[config.mk]
export PLATFORM = sky130hd
export DESIGN_NAME = pll_rst_seq
export DESIGN_NICKNAME = d
export VERILOG_FILES = /design/src/rtl/pll_rst_seq_pkg.sv /design/src/rtl/pll_rst_seq_sync_2ff.sv /design/src/rtl/pll_rst_seq.sv
export SDC_FILE = /design/constraint.sdc
export NUM_CORES = 1
export LEC_CHECK = 0
export ABC_AREA = 1
export BUFFER_PORTS_ARGS = -buffer_cell sky130_fd_sc_hd__buf_2
export CAP_MARGIN = 25
export CORE_ASPECT_RATIO = 0.75
export CORE_MARGIN = 8
export CORE_UTILIZATION = 35
export CTS_CLUSTER_SIZE = 10
export DETAILED_ROUTE_END_ITERATION = 12
export GPL_TIMING_DRIVEN = 0
export HOLD_SLACK_MARGIN = 0.15
export PLACE_DENSITY_LB_ADDON = 0.1
export SLEW_MARGIN = 20
export SYNTH_ARGS = -nofsm -noshare
export SYNTH_HDL_FRONTEND = slang
export SYNTH_SLANG_ARGS = --single-unit
export TNS_END_PERCENT = 30
[constraint.sdc]
create_clock -name clk -period 1.68 [get_ports clk]
set_input_delay 0.336 -clock clk [delete_from_list [all_inputs] [get_ports clk]]
set_output_delay 0.336 -clock clk [all_outputs]
set_load 0.05 [all_outputs]
[src/rtl/pll_rst_seq_pkg.sv]
// Shared types and defaults for the PLL reset sequencer: FSM state encoding,
// registered-output bundle and the retry-count saturating increment.
package pll_rst_seq_pkg;

  typedef enum logic [2:0] {
    RESET     = 3'd0,
    WAIT_LOCK = 3'd1,
    STABLE    = 3'd2,
    RUN       = 3'd3,
    FAIL      = 3'd4
  } state_t;

  localparam int DEF_RST_PULSE_CYC    = 16;
  localparam int DEF_LOCK_TIMEOUT_CYC = 65535;
  localparam int DEF_LOCK_STABLE_CYC  = 1024;
  localparam int DEF_MAX_RETRY        = 7;

  localparam logic [3:0] RETRY_SAT = 4'hF;

  typedef struct packed {
    logic pll_rst;
    logic rst_out;
    logic seq_ready;
    logic seq_fail;
  } seq_out_t;

  function automatic logic [3:0] sat_inc4(input logic [3:0] v);
    return (v == RETRY_SAT) ? v : v + 4'd1;
  endfunction

  // Output levels that hold for the whole time the FSM sits in a state.
  function automatic seq_out_t state_out(input state_t s);
    seq_out_t o;
    o = '0;
    case (s)
      RESET:     begin o.pll_rst = 1'b1; o.rst_out = 1'b1; end
      WAIT_LOCK: o.rst_out = 1'b1;
      STABLE:    o.rst_out = 1'b1;
      RUN:       o.seq_ready = 1'b1;
      FAIL:      begin o.pll_rst = 1'b1; o.rst_out = 1'b1; o.seq_fail = 1'b1; end
      default:   begin o.pll_rst = 1'b1; o.rst_out = 1'b1; end
    endcase
    return o;
  endfunction

endpackage

[src/rtl/pll_rst_seq_sync_2ff.sv]
// Two-flop synchronizer for a single asynchronous level; both flops clear to 0
// on the synchronous reset.
module sync_2ff (
  input  logic clk,
  input  logic rst,
  input  logic i_d,
  output logic o_q
);

  logic r_meta;
  logic r_sync;

  always_ff @(posedge clk) begin
    if (rst) begin
      r_meta <= 1'b0;
      r_sync <= 1'b0;
    end else begin
      r_meta <= i_d;
      r_sync <= r_meta;
    end
  end

  assign o_q = r_sync;

endmodule

[src/rtl/pll_rst_seq.sv]
// PLL reset/lock sequencer: pulses the PLL reset, waits for a stable lock, then
// releases downstream reset. Optional loss-of-lock counter: PLL_RST_SEQ_LOL_CNT_EN.
module pll_rst_seq
  import pll_rst_seq_pkg::*;
#(
  parameter int RST_PULSE_CYC    = DEF_RST_PULSE_CYC,
  parameter int LOCK_TIMEOUT_CYC = DEF_LOCK_TIMEOUT_CYC,
  parameter int LOCK_STABLE_CYC  = DEF_LOCK_STABLE_CYC,
  parameter int MAX_RETRY        = DEF_MAX_RETRY
) (
  input  logic       clk,
  input  logic       rst,
  input  logic       pll_lock,
  input  logic       restart,
  output logic       pll_rst,
  output logic       rst_out,
  output logic       seq_ready,
  output logic       seq_fail,
  output logic       lol_pulse,
  output logic [3:0] retry_cnt,
  output logic [7:0] lol_cnt
);

  localparam int PW = $clog2(RST_PULSE_CYC + 1);
  localparam int TW = $clog2(LOCK_TIMEOUT_CYC + 1);
  localparam int SW = $clog2(LOCK_STABLE_CYC + 1);

  localparam logic [PW-1:0] PULSE_LAST   = PW'(RST_PULSE_CYC - 1);
  localparam logic [TW-1:0] TIMEOUT_LAST = TW'(LOCK_TIMEOUT_CYC - 1);
  localparam logic [SW-1:0] STABLE_LAST  = SW'(LOCK_STABLE_CYC - 1);
  localparam logic [3:0]    RETRY_LIMIT  = 4'(MAX_RETRY);

  state_t        r_state;
  logic [PW-1:0] r_pulse_cnt;
  logic [TW-1:0] r_to_cnt;
  logic [SW-1:0] r_stable_cnt;
  logic [3:0]    r_retry_cnt;
  logic          r_pll_rst;
  logic          r_rst_out;
  logic          r_seq_ready;
  logic          r_seq_fail;
  logic          r_lol_pulse;

  state_t        w_state_next;
  logic          w_lock_s;
  logic          w_timeout;
  logic          w_hold;
  logic          w_lol_event;
  logic [3:0]    w_retry_inc;
  seq_out_t      w_out;

  sync_2ff u_lock_sync (
    .clk (clk),
    .rst (rst),
    .i_d (pll_lock),
    .o_q (w_lock_s)
  );

  assign w_timeout   = (r_state == WAIT_LOCK) && !w_lock_s && (r_to_cnt == TIMEOUT_LAST);
  assign w_lol_event = (r_state == RUN) && !w_lock_s;
  assign w_retry_inc = sat_inc4(r_retry_cnt);

  always_comb begin
    w_state_next = r_state;
    if (restart) begin
      w_state_next = RESET;
    end else begin
      case (r_state)
        RESET:     if (r_pulse_cnt == PULSE_LAST) w_state_next = WAIT_LOCK;
        WAIT_LOCK: begin
          if (w_lock_s)       w_state_next = STABLE;
          else if (w_timeout) w_state_next = (w_retry_inc == RETRY_LIMIT) ? FAIL : RESET;
        end
        STABLE: begin
          if (!w_lock_s)                         w_state_next = WAIT_LOCK;
          else if (r_stable_cnt == STABLE_LAST)  w_state_next = RUN;
        end
        RUN:       if (!w_lock_s) w_state_next = RESET;
        FAIL:      w_state_next = FAIL;
        default:   w_state_next = RESET;
      endcase
    end
  end

  // A counter only advances while its state is held; any transition or restart zeroes it.
  assign w_hold = !restart && (w_state_next == r_state);
  assign w_out  = state_out(w_state_next);

  always_ff @(posedge clk) begin
    if (rst) begin
      r_state      <= RESET;
      r_pulse_cnt  <= '0;
      r_to_cnt     <= '0;
      r_stable_cnt <= '0;
      r_retry_cnt  <= '0;
      r_pll_rst    <= 1'b1;
      r_rst_out    <= 1'b1;
      r_seq_ready  <= 1'b0;
      r_seq_fail   <= 1'b0;
      r_lol_pulse  <= 1'b0;
    end else begin
      r_state      <= w_state_next;
      r_pulse_cnt  <= (w_hold && r_state == RESET)     ? r_pulse_cnt + PW'(1)  : '0;
      r_to_cnt     <= (w_hold && r_state == WAIT_LOCK) ? r_to_cnt + TW'(1)     : '0;
      r_stable_cnt <= (w_hold && r_state == STABLE)    ? r_stable_cnt + SW'(1) : '0;
      if (restart || (w_state_next == RUN && r_state != RUN)) begin
        r_retry_cnt <= '0;
      end else if (w_timeout) begin
        r_retry_cnt <= w_retry_inc;
      end
      r_pll_rst    <= w_out.pll_rst;
      r_rst_out    <= w_out.rst_out;
      r_seq_ready  <= w_out.seq_ready;
      r_seq_fail   <= w_out.seq_fail;
      r_lol_pulse  <= w_lol_event;
    end
  end

`ifdef PLL_RST_SEQ_LOL_CNT_EN
  logic [7:0] r_lol_cnt;

  always_ff @(posedge clk) begin
    if (rst) begin
      r_lol_cnt <= '0;
    end else if (w_lol_event && r_lol_cnt != 8'hFF) begin
      r_lol_cnt <= r_lol_cnt + 8'd1;
    end
  end

  assign lol_cnt = r_lol_cnt;
`else
  assign lol_cnt = '0;
`endif

  assign pll_rst   = r_pll_rst;
  assign rst_out   = r_rst_out;
  assign seq_ready = r_seq_ready;
  assign seq_fail  = r_seq_fail;
  assign lol_pulse = r_lol_pulse;
  assign retry_cnt = r_retry_cnt;

endmodule

==> flow_summary.json <==
{
  "core_um2": 6290,
  "routedWlPerCell_um": 10.2,
  "setup_viol": 26,
  "wl_um": 4020,
  "dieWidth_um": 109,
  "rsz0062_at_grt": "yes",
  "finClkSkew_ns": 0.00416,
  "clockBufferDepth": 2,
  "min_period_ns": 1.79,
  "synth_cell_types": 30,
  "grt_overflow": 0,
  "ys_ff_latch": 46,
  "io_buffers": 12,
  "area_growth_pct": 21.0,
  "switchingPower_mw": 0.431,
  "fin_nets": 324,
  "cts.sinks": 46,
  "postCtsHoldBufs": 0,
  "critPathRequiredTime_ns": 1.92,
  "maxSlewViolCount": 0,
  "design.die.area_um2": 9360,
  "failed_checks": "setup timing",
  "pwr-share-comb": 0.046,
  "nFillCells": 643,
  "power.leakage_nw": 1.05,
  "clk_latency_ns": 0.30,
  "status": "finished, violations left",
  "grt_pass1_wl_um": 6910,
  "power_frac_clock": 0.388,
  "postSynthAreaPerCell_um2": 8.15,
  "p_seq_frac": 0.566,
  "syn_area_um2": 2270,
  "cts-root-buf": "clkbuf_8",
  "hpwl_um": 3010,
  "antenna_found_initial": 0,
  "start_kind": "flip-flop",
  "powerDensity_nw_per_um2": 703,
  "drive_gt1_frac": 0.305,
  "antenna_cells": 0,
  "htree_levels": 2,
  "switching_share": 0.223,
  "stdcell_area_um2": 2750,
  "dr.pass1.iters": 4,
  "dpl-instance-area_um2": 2520,
  "cp.arrival_ns": 2.03,
  "fmax_mhz": 558,
  "grt_max_degree": 14,
  "setup_ws_ns": -0.113,
  "netlist_instances": 279,
  "grt_pass1_vias": 1458,
  "ir_drop_uv": 331,
  "cap_violations": 0,
  "synth_seq_area_share": 0.405,
  "final_common_cell": "nand2_1",
  "hold_class": "in2reg",
  "gp_congestion": 0.752,
  "initial_core_util": 0.362,
  "period_share": 1.07,
  "power_mw": 1.93,
  "cts_buffers": 5,
  "timing_hold_violations_final": 0,
  "die_h_um": 85.8,
  "path_class": "reg2reg",
  "drt_iter0_drc": 45,
  "p_int_mw": 1.50,
  "fin_util": 0.438,
  "endpoint_kind": "flip-flop",
  "yosysWarnings": 0,
  "via_count": 1680,
  "cts_tree": "built",
  "critPathMaxFanout": 6,
  "drc": 0,
  "fp-row-count": 25,
  "ant_nets": 0,
  "vias_per_cell": 4.24,
  "num_io_pins": 21,
  "cts.clk_slew.worst_paths_ns": 0.08,
  "grt_usage": 0.0937,
  "layout_common_cells": "nand2_1 (43), nor2_1 (42), dfxtp_1 (37)"
}
==> cells by family (layout without fill, tap and decap cells) <==
group | after synthesis | count (layout) | synth area share
xor gates and xnor gates | 25 | 25 | 0.0963
and+or+nand+nor | 148 | 148 | 0.346
other | 1 | 8 | 0.00165
buffers and inverters | 43 | 72 | 0.0947
DFF | 46 | 46 | 0.405
adders and majority gates | 6 | 6 | 0.0330
AOI/OAI and AO/OA | 10 | 10 | 0.0237
==> through the flow <==
| stage | hold slack (ns) | std cells | setup slack, ns | setup TNS (ns) |
|---|---|---|---|---|
| after floorplan | 0.388 | 286 | -0.00454 | -0.0430 |
| after global placement | 0.394 | 379 | -0.244 | -4.89 |
| after detailed placement | 0.406 | 379 | -0.231 | -4.50 |
| after CTS | 0.258 | 395 | -0.110 | -2.85 |
| after global routing | 0.261 | 396 | -0.209 | -5.73 |
| final | 0.264 | 396 | -0.113 | -2.34 |
==> worst paths after layout <==
kind | depth (start not counted) | slack (ns) | start | end
max | 13 | -0.11 | r_pulse_cnt[1]$_SDFF_PP0_ | r_to_cnt[1]$_SDFF_PP0_
max reg2reg | 13 | -0.11 | r_pulse_cnt[1]$_SDFF_PP0_ | r_to_cnt[1]$_SDFF_PP0_
min | 3 | 0.26 | pll_lock | u_lock_sync.r_meta$_SDFF_PP0_
min reg2reg | 2 | 0.41 | u_lock_sync.r_meta$_SDFF_PP0_ | u_lock_sync.o_q$_SDFF_PP0_
==> what timing repair did <==
action / CTS / global route
endpoints found under the setup margin: 32 / 36
pin swaps: 6 / 5
gates resized for setup: 4 / 12
gates cloned: 1 / 0
setup buffers: 7 / 1
==> registers in the layout, summed over array words and instances (netlist names) <==
name and flops:
seq_fail 1, seq_ready 1, r_state 3, retry_cnt 4
pll_rst 1, lol_pulse 1, r_stable_cnt 11, r_pulse_cnt 5
u_lock_sync.o_q 1, u_lock_sync.r_meta 1, r_to_cnt 16, rst_out 1
==> synth_stat cells (all sizes together) <==
cell | number | area (um^2)
inv | 32 | 120
a21oi | 5 | 25.0
nor4 | 3 | 18.8
dfxtp | 46 | 921
xnor2 | 11 | 96.3
and3 | 1 | 6.26
nand4 | 2 | 12.5
or2 | 1 | 6.26
nand3 | 24 | 158
nor2 | 63 | 344
xor2 | 14 | 123
ha | 6 | 75.1
o21ai | 5 | 28.8
clkbuf | 1 | 3.75
nor3 | 5 | 36.3
nand2 | 49 | 204
conb | 1 | 3.75
buf | 10 | 91.3
==> critical path: stages, from the launching register on <==
cell	delay, ns
dfxtp_2	0.34
ha_4	0.15
and3_4	0.17
ha_4	0.15
nand4_1	0.08
nand2_1	0.06
inv_1	0.05
nand3_2	0.09
nand2_2	0.11
nand2_2	0.06
nand2_4	0.09
nand3_4	0.13
buf_6	0.17
nor2_1	0.08
==> power groups by stage <==
stage	clock network, mW	registers (mW)	logic (mW)
6_report	0.750	1.09	0.0889
3_3_place_gp	0	1.12	0.0833
2_1_floorplan	0	1.12	0.0733
3_5_place_dp	0	1.12	0.0837
4_1_cts	0.781	1.09	0.0865
5_1_grt	0.844	1.10	0.0941
==> per-layer routing <==
layer  up-vias  global-route usage  part of all wire
met2        24               0.119              0.38
met3         8              0.0307             0.053
li1        923                   -                 -
met5         -                   0                 0
met1       725               0.135              0.55
met4         0              0.0446             0.018
==> layout make-up <==
type / instances / area, um^2 / share of cell area
sequential: 46 / 937 / 0.341
tap: 81 / 101 / 0.0368
timing repair buffer: 21 / 151 / 0.0550
inverter: 32 / 120 / 0.0437
buffer: 11 / 95.1 / 0.0346
multi-input combinational: 197 / 1240 / 0.452
clock buffer: 8 / 101 / 0.0368
Note: power is estimated with default switching activity, not from simulation.
